===== src/rtl/dram_arb_pkg.sv =====
// ----------------------------------------------------------------------------
// dram_arb_pkg
// Shared definitions for the data RAM arbiter: the sequencer state encoding,
// the requester port indices and the Enable/Disable constants used across
// the codebase.
// Ports: none (package).
// ----------------------------------------------------------------------------
package dram_arb_pkg;

    // Sequencer states: one request is latched in IDLE, driven onto the RAM
    // in ACCESS and acknowledged in RESP.
    typedef enum logic [1:0] {
        IDLE   = 2'd0,
        ACCESS = 2'd1,
        RESP   = 2'd2
    } state_t;

    // Requester indices: port 0 is the CPU memory stage, port 1 the
    // DMA/debug loader.
    localparam logic PORT_CPU = 1'b0;
    localparam logic PORT_DMA = 1'b1;

    localparam logic ENABLE  = 1'b1;
    localparam logic DISABLE = 1'b0;

endpackage


===== src/rtl/data_ram_arbiter_if.sv =====
// ----------------------------------------------------------------------------
// data_ram_arbiter_if
// One requester port of the data RAM arbiter (request/command bundle plus the
// acknowledge and registered read data that come back).
// Signals:
//   req    request, held high by the master until ack
//   we     write (1) / read (0)
//   addr   byte address (AW bits)
//   sel    byte lanes (DW/8 bits)
//   wdata  write data (DW bits)
//   ack    single-cycle completion pulse
//   rdata  registered read data (DW bits)
// Modports: master (requester side), slave (arbiter side).
// ----------------------------------------------------------------------------
interface data_ram_arbiter_if #(
    parameter int AW = 32,
    parameter int DW = 32
);
    logic            req;
    logic            we;
    logic [AW-1:0]   addr;
    logic [DW/8-1:0] sel;
    logic [DW-1:0]   wdata;
    logic            ack;
    logic [DW-1:0]   rdata;

    modport master (
        output req, we, addr, sel, wdata,
        input  ack, rdata
    );

    modport slave (
        input  req, we, addr, sel, wdata,
        output ack, rdata
    );
endinterface


===== src/rtl/dram_arb_pick.sv =====
// ----------------------------------------------------------------------------
// dram_arb_pick
// Combinational winner selection between the two requesters.
// Ports:
//   req0, req1   request bits of port 0 / port 1
//   last_winner  index of the port that won the previous grant
//   winner       index of the port granted now
//   valid        at least one request is present
// A single request always wins. On a simultaneous request the port that did
// not win last is chosen; tying last_winner to PORT_DMA turns this into fixed
// priority for port 0.
// ----------------------------------------------------------------------------
module dram_arb_pick
    import dram_arb_pkg::*;
(
    input  logic req0,
    input  logic req1,
    input  logic last_winner,
    output logic winner,
    output logic valid
);

    always_comb begin
        valid  = req0 | req1;
        winner = PORT_CPU;
        if (req0 && req1) begin
            winner = ~last_winner;
        end else if (req1) begin
            winner = PORT_DMA;
        end
    end

endmodule


===== src/rtl/data_ram_arbiter.sv =====
// ----------------------------------------------------------------------------
// data_ram_arbiter
// Two-port arbiter and sequencer in front of the byte-lane data RAM
// (synchronous write, combinational read). One request is latched at a time,
// driven onto the RAM for exactly one cycle, and acknowledged one cycle later.
// Ports:
//   clk        system clock, rising edge
//   rst        asynchronous, active-low reset
//   m0         port 0 (CPU memory stage), slave side of data_ram_arbiter_if
//   m1         port 1 (DMA/debug loader), slave side of data_ram_arbiter_if
//   ram_ce     RAM enable, high only in ACCESS
//   ram_we     RAM write enable
//   ram_addr   RAM address (AW bits)
//   ram_sel    RAM byte lanes (DW/8 bits)
//   ram_wdata  RAM write data (DW bits)
//   ram_rdata  RAM combinational read data (DW bits)
//   busy       high whenever the state is not IDLE
// Configuration macro: DRAM_ARB_RR_EN selects round-robin arbitration;
// without it port 0 has fixed priority and no pointer register exists.
// ----------------------------------------------------------------------------
module data_ram_arbiter
    import dram_arb_pkg::*;
#(
    parameter int AW = 32,
    parameter int DW = 32
) (
    input  logic            clk,
    input  logic            rst,
    data_ram_arbiter_if.slave m0,
    data_ram_arbiter_if.slave m1,
    output logic            ram_ce,
    output logic            ram_we,
    output logic [AW-1:0]   ram_addr,
    output logic [DW/8-1:0] ram_sel,
    output logic [DW-1:0]   ram_wdata,
    input  logic [DW-1:0]   ram_rdata,
    output logic            busy
);

    state_t          state;
    state_t          state_next;

    logic            cmd_we;
    logic            cmd_port;
    logic [AW-1:0]   cmd_addr;
    logic [DW/8-1:0] cmd_sel;
    logic [DW-1:0]   cmd_wdata;

    logic [DW-1:0]   rdata0;
    logic [DW-1:0]   rdata1;
    logic            ack0;
    logic            ack1;

    logic            grant_valid;
    logic            grant_port;
    logic            last_winner;
    logic            grant_take;

    // A grant is taken only when a request is sampled in IDLE.
    assign grant_take = (state == IDLE) && grant_valid;

`ifdef DRAM_ARB_RR_EN
    // Last-winner pointer; starts as "port 1 last" so port 0 wins first.
    always_ff @(posedge clk or negedge rst) begin
        if (!rst) begin
            last_winner <= PORT_DMA;
        end else if (grant_take) begin
            last_winner <= grant_port;
        end
    end
`else
    // Fixed priority: pretending port 1 always won last makes port 0 win
    // every simultaneous request.
    assign last_winner = PORT_DMA;
`endif

    dram_arb_pick u_pick (
        .req0        (m0.req),
        .req1        (m1.req),
        .last_winner (last_winner),
        .winner      (grant_port),
        .valid       (grant_valid)
    );

    // State register.
    always_ff @(posedge clk or negedge rst) begin
        if (!rst) begin
            state <= IDLE;
        end else begin
            state <= state_next;
        end
    end

    // Next state and all RAM/acknowledge outputs. The RAM lines are driven
    // only in ACCESS so they read as zero everywhere else, including
    // immediately on reset.
    always_comb begin
        state_next = state;
        ram_ce     = DISABLE;
        ram_we     = DISABLE;
        ram_addr   = '0;
        ram_sel    = '0;
        ram_wdata  = '0;
        ack0       = DISABLE;
        ack1       = DISABLE;
        busy       = DISABLE;
        case (state)
            IDLE: begin
                if (grant_valid) begin
                    state_next = ACCESS;
                end
            end
            ACCESS: begin
                ram_ce     = ENABLE;
                ram_we     = cmd_we;
                ram_addr   = cmd_addr;
                ram_sel    = cmd_sel;
                ram_wdata  = cmd_wdata;
                busy       = ENABLE;
                state_next = RESP;
            end
            RESP: begin
                ack0       = (cmd_port == PORT_CPU);
                ack1       = (cmd_port == PORT_DMA);
                busy       = ENABLE;
                state_next = IDLE;
            end
            default: begin
                state_next = IDLE;
            end
        endcase
    end

    // Command registers: the winner's request is latched once in IDLE and
    // held for the rest of the transaction, so later changes on req or the
    // command inputs do not disturb it.
    always_ff @(posedge clk or negedge rst) begin
        if (!rst) begin
            cmd_we    <= 1'b0;
            cmd_port  <= PORT_CPU;
            cmd_addr  <= '0;
            cmd_sel   <= '0;
            cmd_wdata <= '0;
        end else if (grant_take) begin
            cmd_port <= grant_port;
            if (grant_port == PORT_DMA) begin
                cmd_we    <= m1.we;
                cmd_addr  <= m1.addr;
                cmd_sel   <= m1.sel;
                cmd_wdata <= m1.wdata;
            end else begin
                cmd_we    <= m0.we;
                cmd_addr  <= m0.addr;
                cmd_sel   <= m0.sel;
                cmd_wdata <= m0.wdata;
            end
        end
    end

    // Read data capture at the edge that ends ACCESS. Each port's register
    // changes only on its own reads.
    always_ff @(posedge clk or negedge rst) begin
        if (!rst) begin
            rdata0 <= '0;
            rdata1 <= '0;
        end else if ((state == ACCESS) && !cmd_we) begin
            if (cmd_port == PORT_DMA) begin
                rdata1 <= ram_rdata;
            end else begin
                rdata0 <= ram_rdata;
            end
        end
    end

    assign m0.ack   = ack0;
    assign m1.ack   = ack1;
    assign m0.rdata = rdata0;
    assign m1.rdata = rdata1;

endmodule


===== src/flat_wrapper.sv =====
// flat-port wrapper written by rule: the top's interface ports become plain ports
module data_ram_arbiter_flat import dram_arb_pkg::*;
#(
    parameter int AW = 32,
    parameter int DW = 32
)
  (clk, rst, ram_ce, ram_we, ram_addr, ram_sel, ram_wdata, ram_rdata, busy, m0_req, m0_we, m0_addr, m0_sel, m0_wdata, m0_ack, m0_rdata, m1_req, m1_we, m1_addr, m1_sel, m1_wdata, m1_ack, m1_rdata);
  data_ram_arbiter_if #(.AW(AW), .DW(DW)) m0_i ();
  data_ram_arbiter_if #(.AW(AW), .DW(DW)) m1_i ();
  input  logic clk;
  input  logic rst;
  output logic ram_ce;
  output logic ram_we;
  output logic [AW-1:0] ram_addr;
  output logic [DW/8-1:0] ram_sel;
  output logic [DW-1:0] ram_wdata;
  input  logic [DW-1:0] ram_rdata;
  output logic busy;
  input wire logic [$bits(m0_i.req)-1:0] m0_req;
  input wire logic [$bits(m0_i.we)-1:0] m0_we;
  input wire logic [$bits(m0_i.addr)-1:0] m0_addr;
  input wire logic [$bits(m0_i.sel)-1:0] m0_sel;
  input wire logic [$bits(m0_i.wdata)-1:0] m0_wdata;
  output wire logic [$bits(m0_i.ack)-1:0] m0_ack;
  output wire logic [$bits(m0_i.rdata)-1:0] m0_rdata;
  input wire logic [$bits(m1_i.req)-1:0] m1_req;
  input wire logic [$bits(m1_i.we)-1:0] m1_we;
  input wire logic [$bits(m1_i.addr)-1:0] m1_addr;
  input wire logic [$bits(m1_i.sel)-1:0] m1_sel;
  input wire logic [$bits(m1_i.wdata)-1:0] m1_wdata;
  output wire logic [$bits(m1_i.ack)-1:0] m1_ack;
  output wire logic [$bits(m1_i.rdata)-1:0] m1_rdata;
  assign m0_i.req = m0_req;
  assign m0_i.we = m0_we;
  assign m0_i.addr = m0_addr;
  assign m0_i.sel = m0_sel;
  assign m0_i.wdata = m0_wdata;
  assign m0_ack = m0_i.ack;
  assign m0_rdata = m0_i.rdata;
  assign m1_i.req = m1_req;
  assign m1_i.we = m1_we;
  assign m1_i.addr = m1_addr;
  assign m1_i.sel = m1_sel;
  assign m1_i.wdata = m1_wdata;
  assign m1_ack = m1_i.ack;
  assign m1_rdata = m1_i.rdata;
  data_ram_arbiter #(.AW(AW), .DW(DW)) u_core (.clk(clk), .rst(rst), .m0(m0_i), .m1(m1_i), .ram_ce(ram_ce), .ram_we(ram_we), .ram_addr(ram_addr), .ram_sel(ram_sel), .ram_wdata(ram_wdata), .ram_rdata(ram_rdata), .busy(busy));
endmodule

===== config.mk =====
export PLATFORM = sky130hd
export DESIGN_NAME = data_ram_arbiter_flat
export DESIGN_NICKNAME = d
export VERILOG_FILES = /design/src/rtl/dram_arb_pkg.sv /design/src/rtl/data_ram_arbiter_if.sv /design/src/rtl/dram_arb_pick.sv /design/src/rtl/data_ram_arbiter.sv /design/src/flat_wrapper.sv
export SDC_FILE = /design/constraint.sdc
export NUM_CORES = 1
export LEC_CHECK = 0
export BUFFER_PORTS_ARGS = -buffer_cell sky130_fd_sc_hd__buf_2
export CAP_MARGIN = 40
export CORE_AREA = 2 2 119 121
export DETAILED_ROUTE_END_ITERATION = 16
export DIE_AREA = 0 0 121 123
export PLACE_DENSITY = 0.9
export SETUP_SLACK_MARGIN = 0.02
export SYNTH_ARGS = -nofsm -noshare
export SYNTH_HDL_FRONTEND = slang
export SYNTH_SLANG_ARGS = --single-unit

===== constraint.sdc =====
create_clock -name clk -period 2.3 [get_ports clk]
set_input_delay 0.115 -clock clk [delete_from_list [all_inputs] [get_ports clk]]
set_output_delay 0.115 -clock clk [all_outputs]
set_load 0.05 [all_outputs]

**Word level (Yosys, flattened, before mapping)**

Index checks and enable logic that the tools add are counted.

- Register bits after elaboration: 136
- Input port bits: 174
- Output and inout bits: 137
- Word-level logic and storage cells: 37

- Equal/unequal tests: 3
- Multiplexer cells: 16
- Bitwise operators: 2
- Reductions and logical operators: 8

Operators by type and width:

| kind | number |
|---|---|
| $mux W32 | 4 |
| $mux W1 | 8 |
| $mux W4 | 2 |
| $pmux W2 S2 | 1 |
| $reduce_and A2 Y1 | 2 |
| $logic_and A1 B1 Y1 | 3 |
| $eq A2 B1 Y1 const B | 1 |
| $eq A2 B2 Y1 const B | 1 |
| $logic_not A2 Y1 | 1 |
| $mux W2 | 1 |
| $ne A2 B1 Y1 const B | 1 |
| $reduce_or A2 Y1 | 1 |
| $logic_not A1 Y1 | 1 |
| $not A1 Y1 | 1 |
| $or A1 B1 Y1 | 1 |

**Logic depth before layout (Yosys ltp)**

- Depth in word-level cells: 3
- Mapped depth: 6
- Gate-level depth less buffers: 5

**Cells and area by module**

A second synthesis with hierarchy kept.

- Cell total of the unflattened synthesis: 541
- Area total of the unflattened synthesis: 6351.1 µm²

By module, submodules not included:

| module | instances | cells an instance | area an instance (µm²) | seq. area each (µm²) |
|---|---|---|---|---|
| data_ram_arbiter | 1 | 539 | 6337.3 | 3403.3 |
| dram_arb_pick | 1 | 2 | 13.8 | 0.0 |

**Worst setup path before layout**

Ideal clock, no wire load.

- Kind: register to output
- Start point: register u_core.state[1]
- End point: output port ram_wdata[21]
- Data arrival time: 2.040 ns
- Required time: 2.185 ns
- Path slack: 0.145 ns
- Stages on the path, launching flop included: 7
- Buffers on the path: 3
- Path through: dfrtp_1 -> inv_1 -> ha_1 -> buf_2 -> clkbuf_1 -> clkbuf_1 -> and2_1

- Longest elaborated chain between the ends: 2

RTL lines:

| what | RTL line | RTL |
|---|---|---|
| from (decl) | data_ram_arbiter.sv:40 | `state_t state;` |
| from (signal assigned) | data_ram_arbiter.sv:90 | `state <= state_next;` |
| $eq A2 B1 Y1 | data_ram_arbiter.sv:107 | `case (state)` |
| $mux W32 | data_ram_arbiter.sv:107 |  |
| to (decl) | flat_wrapper.sv:16 | `output logic [DW-1:0] ram_wdata;` |

No other way between the ends.

**Worst setup path after layout**

- Start point: register u_core.state[0]
- End point: register u_core.cmd_we

- Longest elaborated chain between the ends: 2

RTL lines:

| what | RTL line | RTL |
|---|---|---|
| $logic_not A2 Y1 | data_ram_arbiter.sv:60 | `assign grant_take = (state == IDLE) && grant_valid;` |
| $logic_and A1 B1 Y1 | data_ram_arbiter.sv:60 |  |
| to (signal assigned) | data_ram_arbiter.sv:147 | `cmd_we <= m1.we;` |
| to (signal assigned) | data_ram_arbiter.sv:152 | `cmd_we <= m0.we;` |
| to (decl) | data_ram_arbiter.sv:43 | `logic cmd_we;` |

No other way between the ends.
A chain may end at the register's enable or synchronous reset.

==> impl_summary.log <==
INFO  metric outcome = finished, final reports clean
INFO  metric synth_seq_cells = 136
INFO  metric finalSetupTns = 0 ns
INFO  metric netlist_top_cells_area = sky130_fd_sc_hd__dfrtp_1 57%, sky130_fd_sc_hd__mux2_2 12%, sky130_fd_sc_hd__a2bb2oi_1 9.2%
INFO  metric synth_edf_count = 0
INFO  metric chipHeight = 123 µm
INFO  metric use_met2 = 41.4%
INFO  metric detail_route.iter0.violations = 237
INFO  metric floorplan_core_area = 0.0136 mm²
INFO  metric grt_first_pass_wirelength = 28.1 mm
INFO  metric power.share.switching = 49.4%
INFO  metric gp_congestion = 0.781
INFO  metric unrepaired_setup_endpoints_after_global_routing = no
INFO  metric diodes = 0
INFO  metric syn-cell-area = 0.00602 mm²
INFO  metric yosys.area.top_type = sky130_fd_sc_hd__dfrtp_1
INFO  metric p_per_area = 1820 mW/mm²
INFO  metric timing.max_cap.violations = 0
INFO  metric clkSinkCount = 136
INFO  metric initial_utilization = 44.2%
INFO  metric vias = 5343
INFO  metric post_drt_wl_per_cell = 17.9 µm
INFO  metric cpPeakStageDelay = 0.59 ns
INFO  metric post_cts_resized = 0
INFO  metric synth_sequential_area_ratio = 56.5%
INFO  metric first_global_vias = 5438
INFO  metric start_kind = flip-flop
INFO  metric grt_use_met3 = 6.92%
INFO  metric cp_top_family = buffers and inverters
INFO  metric timing.final.ws_setup = 0.238 ns
INFO  metric cts.root.buffer_cell = sky130_fd_sc_hd__clkbuf_16
INFO  metric mappedNetlistNets = 658
INFO  metric area_delta_synth_final = 45.6%
INFO  metric power.clock.fraction = 17.7%
INFO  metric netlist.area_leader.share = 56.5%
INFO  metric slew-limit-headroom = 59.9%
INFO  metric netSwitchingPower = 7850 µW
INFO  metric report.final.hold_viol_count = 0
INFO  metric clk-insertion-delay-late = 0.41 ns
INFO  metric floorplan.die.width = 121 µm
INFO  metric avg_vias_per_cell = 5.28
INFO  metric clk_transition_reported_paths = 0.05 ns
INFO  metric area_enclosed_by_the_die_boundary = 0.0149 mm²
INFO  metric cell_internal_pwr = 8060 µW
INFO  metric globalRoute.busiestLayer = met2
INFO  metric tritoncts.num_buffers = 17
INFO  metric overflow = 0
INFO  metric timing.critical_path.to_type = flip-flop
INFO  metric drt-total-wl = 18.1 mm
INFO  metric postSynth.topFlopCell = sky130_fd_sc_hd__dfrtp_1
INFO  metric multi_input_area = 0.00238 mm²
INFO  metric post_layout_nonfiller_instances = 1012
INFO  metric detailedPlace.worstSlack = 0.486 ns
INFO  metric post_synth.cell_area_avg = 12.5 µm²
INFO  metric power_frac_seq = 26.8%
INFO  metric grt_antenna_before_repair = 0
INFO  metric synthDistinctLibCells = 28
INFO  metric grtUsageMet1 = 29.4%
INFO  metric seq_area = 0.00340 mm²
INFO  metric largest_net_degree_at_the_start_of_global_routing = 61
INFO  metric clock_tree.htree_level_count = 4
INFO  metric critical_path_peak_fanout = 12
INFO  metric final_antenna_net_count = 0
INFO  metric final_nets = 998
INFO  metric detailedRoute.firstPassIterationCount = 4
INFO  metric arrival = 2.36 ns
INFO  metric asyncSetResetFlopFracSynth = 100%
INFO  metric fillerInstances = 1016
INFO  metric yosysWarningCount = 0
INFO  metric crit_path_top_delay_cell = sky130_fd_sc_hd__dlygate4sd3_1
INFO  metric tightest_slew = 0.600 ns
INFO  metric num_rows = 43
INFO  metric tritoncts = built
INFO  metric vdd_ir_drop_max = 1.08 mV
INFO  metric global_route.usage.total = 24.5%
INFO  metric detailed_place_hpwl = 12.3 mm
INFO  metric final_layout_size_suffix_gt1_share = 51.2%
INFO  metric setup-violations-final = 0
INFO  metric critical_path_cell_list = inv_1 -> ha_2 -> nand2_1 -> o32ai_1 -> dlygate4sd3_1 -> nor2_1
INFO  metric cellLeakagePower = 0.00427 µW
INFO  metric fin_crit_sh = 89.6%
INFO  metric path_buf_inv = 2
INFO  metric power_frac_comb = 55.6%
INFO  metric io_pins = 311
INFO  metric fmaxAchievable = 0.485 GHz
INFO  metric clock-skew-final = 0.00512 ns
INFO  metric worst_hold_path_type = in2reg
INFO  metric path_class = reg2reg
INFO  metric drc_errors = 0
INFO  metric cts_max_path_buffers = 2
INFO  metric finalCriticalPeriod = 2.06 ns
INFO  metric timing.final.max_slew_violations = 0
INFO  metric i_o_buffers = 310
INFO  metric netlist_instances = 480
INFO  metric dp_cells = 941
INFO  metric critical_path_required = 2.60 ns
[per-layer routing]
| layer | vias to the layer above | share of wire, % |
|---|---|---|
| met5 | - | 0 |
| met1 | 2584 | 40 |
| met3 | 43 | 7.0 |
| met4 | 0 | 2.8 |
| met2 | 252 | 50 |
| li1 | 2464 | - |
[cell usage after synthesis (2+ instances only)]
cell type and instances:
sky130_fd_sc_hd__a21oi_1 3, sky130_fd_sc_hd__a2bb2oi_1 63, sky130_fd_sc_hd__and2_1 70, sky130_fd_sc_hd__buf_2 9, sky130_fd_sc_hd__buf_4 4, sky130_fd_sc_hd__buf_6 6, sky130_fd_sc_hd__clkbuf_1 24, sky130_fd_sc_hd__dfrtp_1 136
sky130_fd_sc_hd__ha_1 4, sky130_fd_sc_hd__inv_1 3, sky130_fd_sc_hd__mux2_1 2, sky130_fd_sc_hd__mux2_2 62, sky130_fd_sc_hd__nand2b_1 4, sky130_fd_sc_hd__nor2_1 6, sky130_fd_sc_hd__o21a_1 2, sky130_fd_sc_hd__o22ai_1 69
sky130_fd_sc_hd__o32a_1 2
[kinds of logic after synthesis]
family                     synth area share [%]
adders and majority gates                 0.831
DFF                                        56.5
buffers and inverters                      4.18
muxes                                      12.2
AOI/OAI and AO/OA                          17.3
and+or+nand+nor                            8.92
[layout make-up]
| cell class | count | area share, % |
|---|---|---|
| Multi-Input combinational cell | 296 | 27.1 |
| Clock buffer | 21 | 5.48 |
| Inverter | 4 | 0.171 |
| Timing Repair Buffer | 365 | 24.2 |
| Clock inverter | 10 | 1.63 |
| Sequential cell | 136 | 38.8 |
| Tap cell | 180 | 2.57 |
[power groups by stage]
stage | logic [µW] | registers [µW] | clock network, µW
finish | 8840 | 4260 | 2810
global route | 9270 | 4390 | 2980
CTS | 8850 | 4220 | 2870
detailed placement | 8790 | 4220 | 0
global placement | 8610 | 4190 | 0
floorplan | 4840 | 6140 | 0
[cell usage in the layout (no fill, tap or decap), types with 6 or more instances in the layout]
cell type / netlist / final
sky130_fd_sc_hd__mux2_2: 62 / 62
sky130_fd_sc_hd__dlygate4sd3_1: 0 / 40
sky130_fd_sc_hd__buf_4: 4 / 11
sky130_fd_sc_hd__nor2_1: 6 / 6
sky130_fd_sc_hd__clkbuf_16: 0 / 17
sky130_fd_sc_hd__buf_2: 9 / 309
sky130_fd_sc_hd__a2bb2oi_1: 63 / 63
sky130_fd_sc_hd__and2_1: 70 / 70
sky130_fd_sc_hd__o22ai_1: 69 / 69
sky130_fd_sc_hd__dfrtp_1: 136 / 136
[state kept, by name, summed over array words and instances (netlist names)]
register and cells:
u_core.cmd_wdata 32, u_core.state 2, u_core.m1.rdata 32, u_core.m0.rdata 32, u_core.cmd_we 1, u_core.cmd_port 1, u_core.cmd_addr 32, u_core.cmd_sel 4
[worst min-delay path: cells and delay by family]
kind / cells / cell delay (ns)
AND/OR/NAND/NOR: 1 / 0.09
AO/OA/AOI/OAI: 1 / 0.06
buffers and inverters: 1 / 0.11
[path summary, 6_finish.rpt]
kind	from	to	slack (ns)	cells after the start
hold / removal	m0_sel[3]	u_core.cmd_sel[3]	0.01	3
min in group asynchronous	rst	u_core.m1.rdata[22]	0.25	2
max in group asynchronous	rst	u_core.cmd_wdata[26]	1.32	3
setup reg to reg	u_core.state[0]	u_core.cmd_we	0.24	6
hold reg to reg	u_core.cmd_wdata[26]	u_core.cmd_wdata[26]	0.49	1
setup / recovery	u_core.state[0]	u_core.cmd_we	0.24	6
[through the flow]
step           power [µW]  hold WS (ns)  utilization (%)  area, µm²
2_1_floorplan       11000        -0.181                -       6020
3_3_place_gp        12800         0.108             56.9       7740
3_5_place_dp        13000         0.111             56.9       7740
4_1_cts             15900      0.000924             64.4       8770
5_1_grt             16600       0.00547             64.4       8770
6_report            15900        0.0148             64.4       8770
[what timing repair did]
action,4_1_cts,5_1_grt
hold buffers,40,0
endpoints found under the hold margin,125,0
buffers inserted,0,0
(Power assumes the default switching activity.)
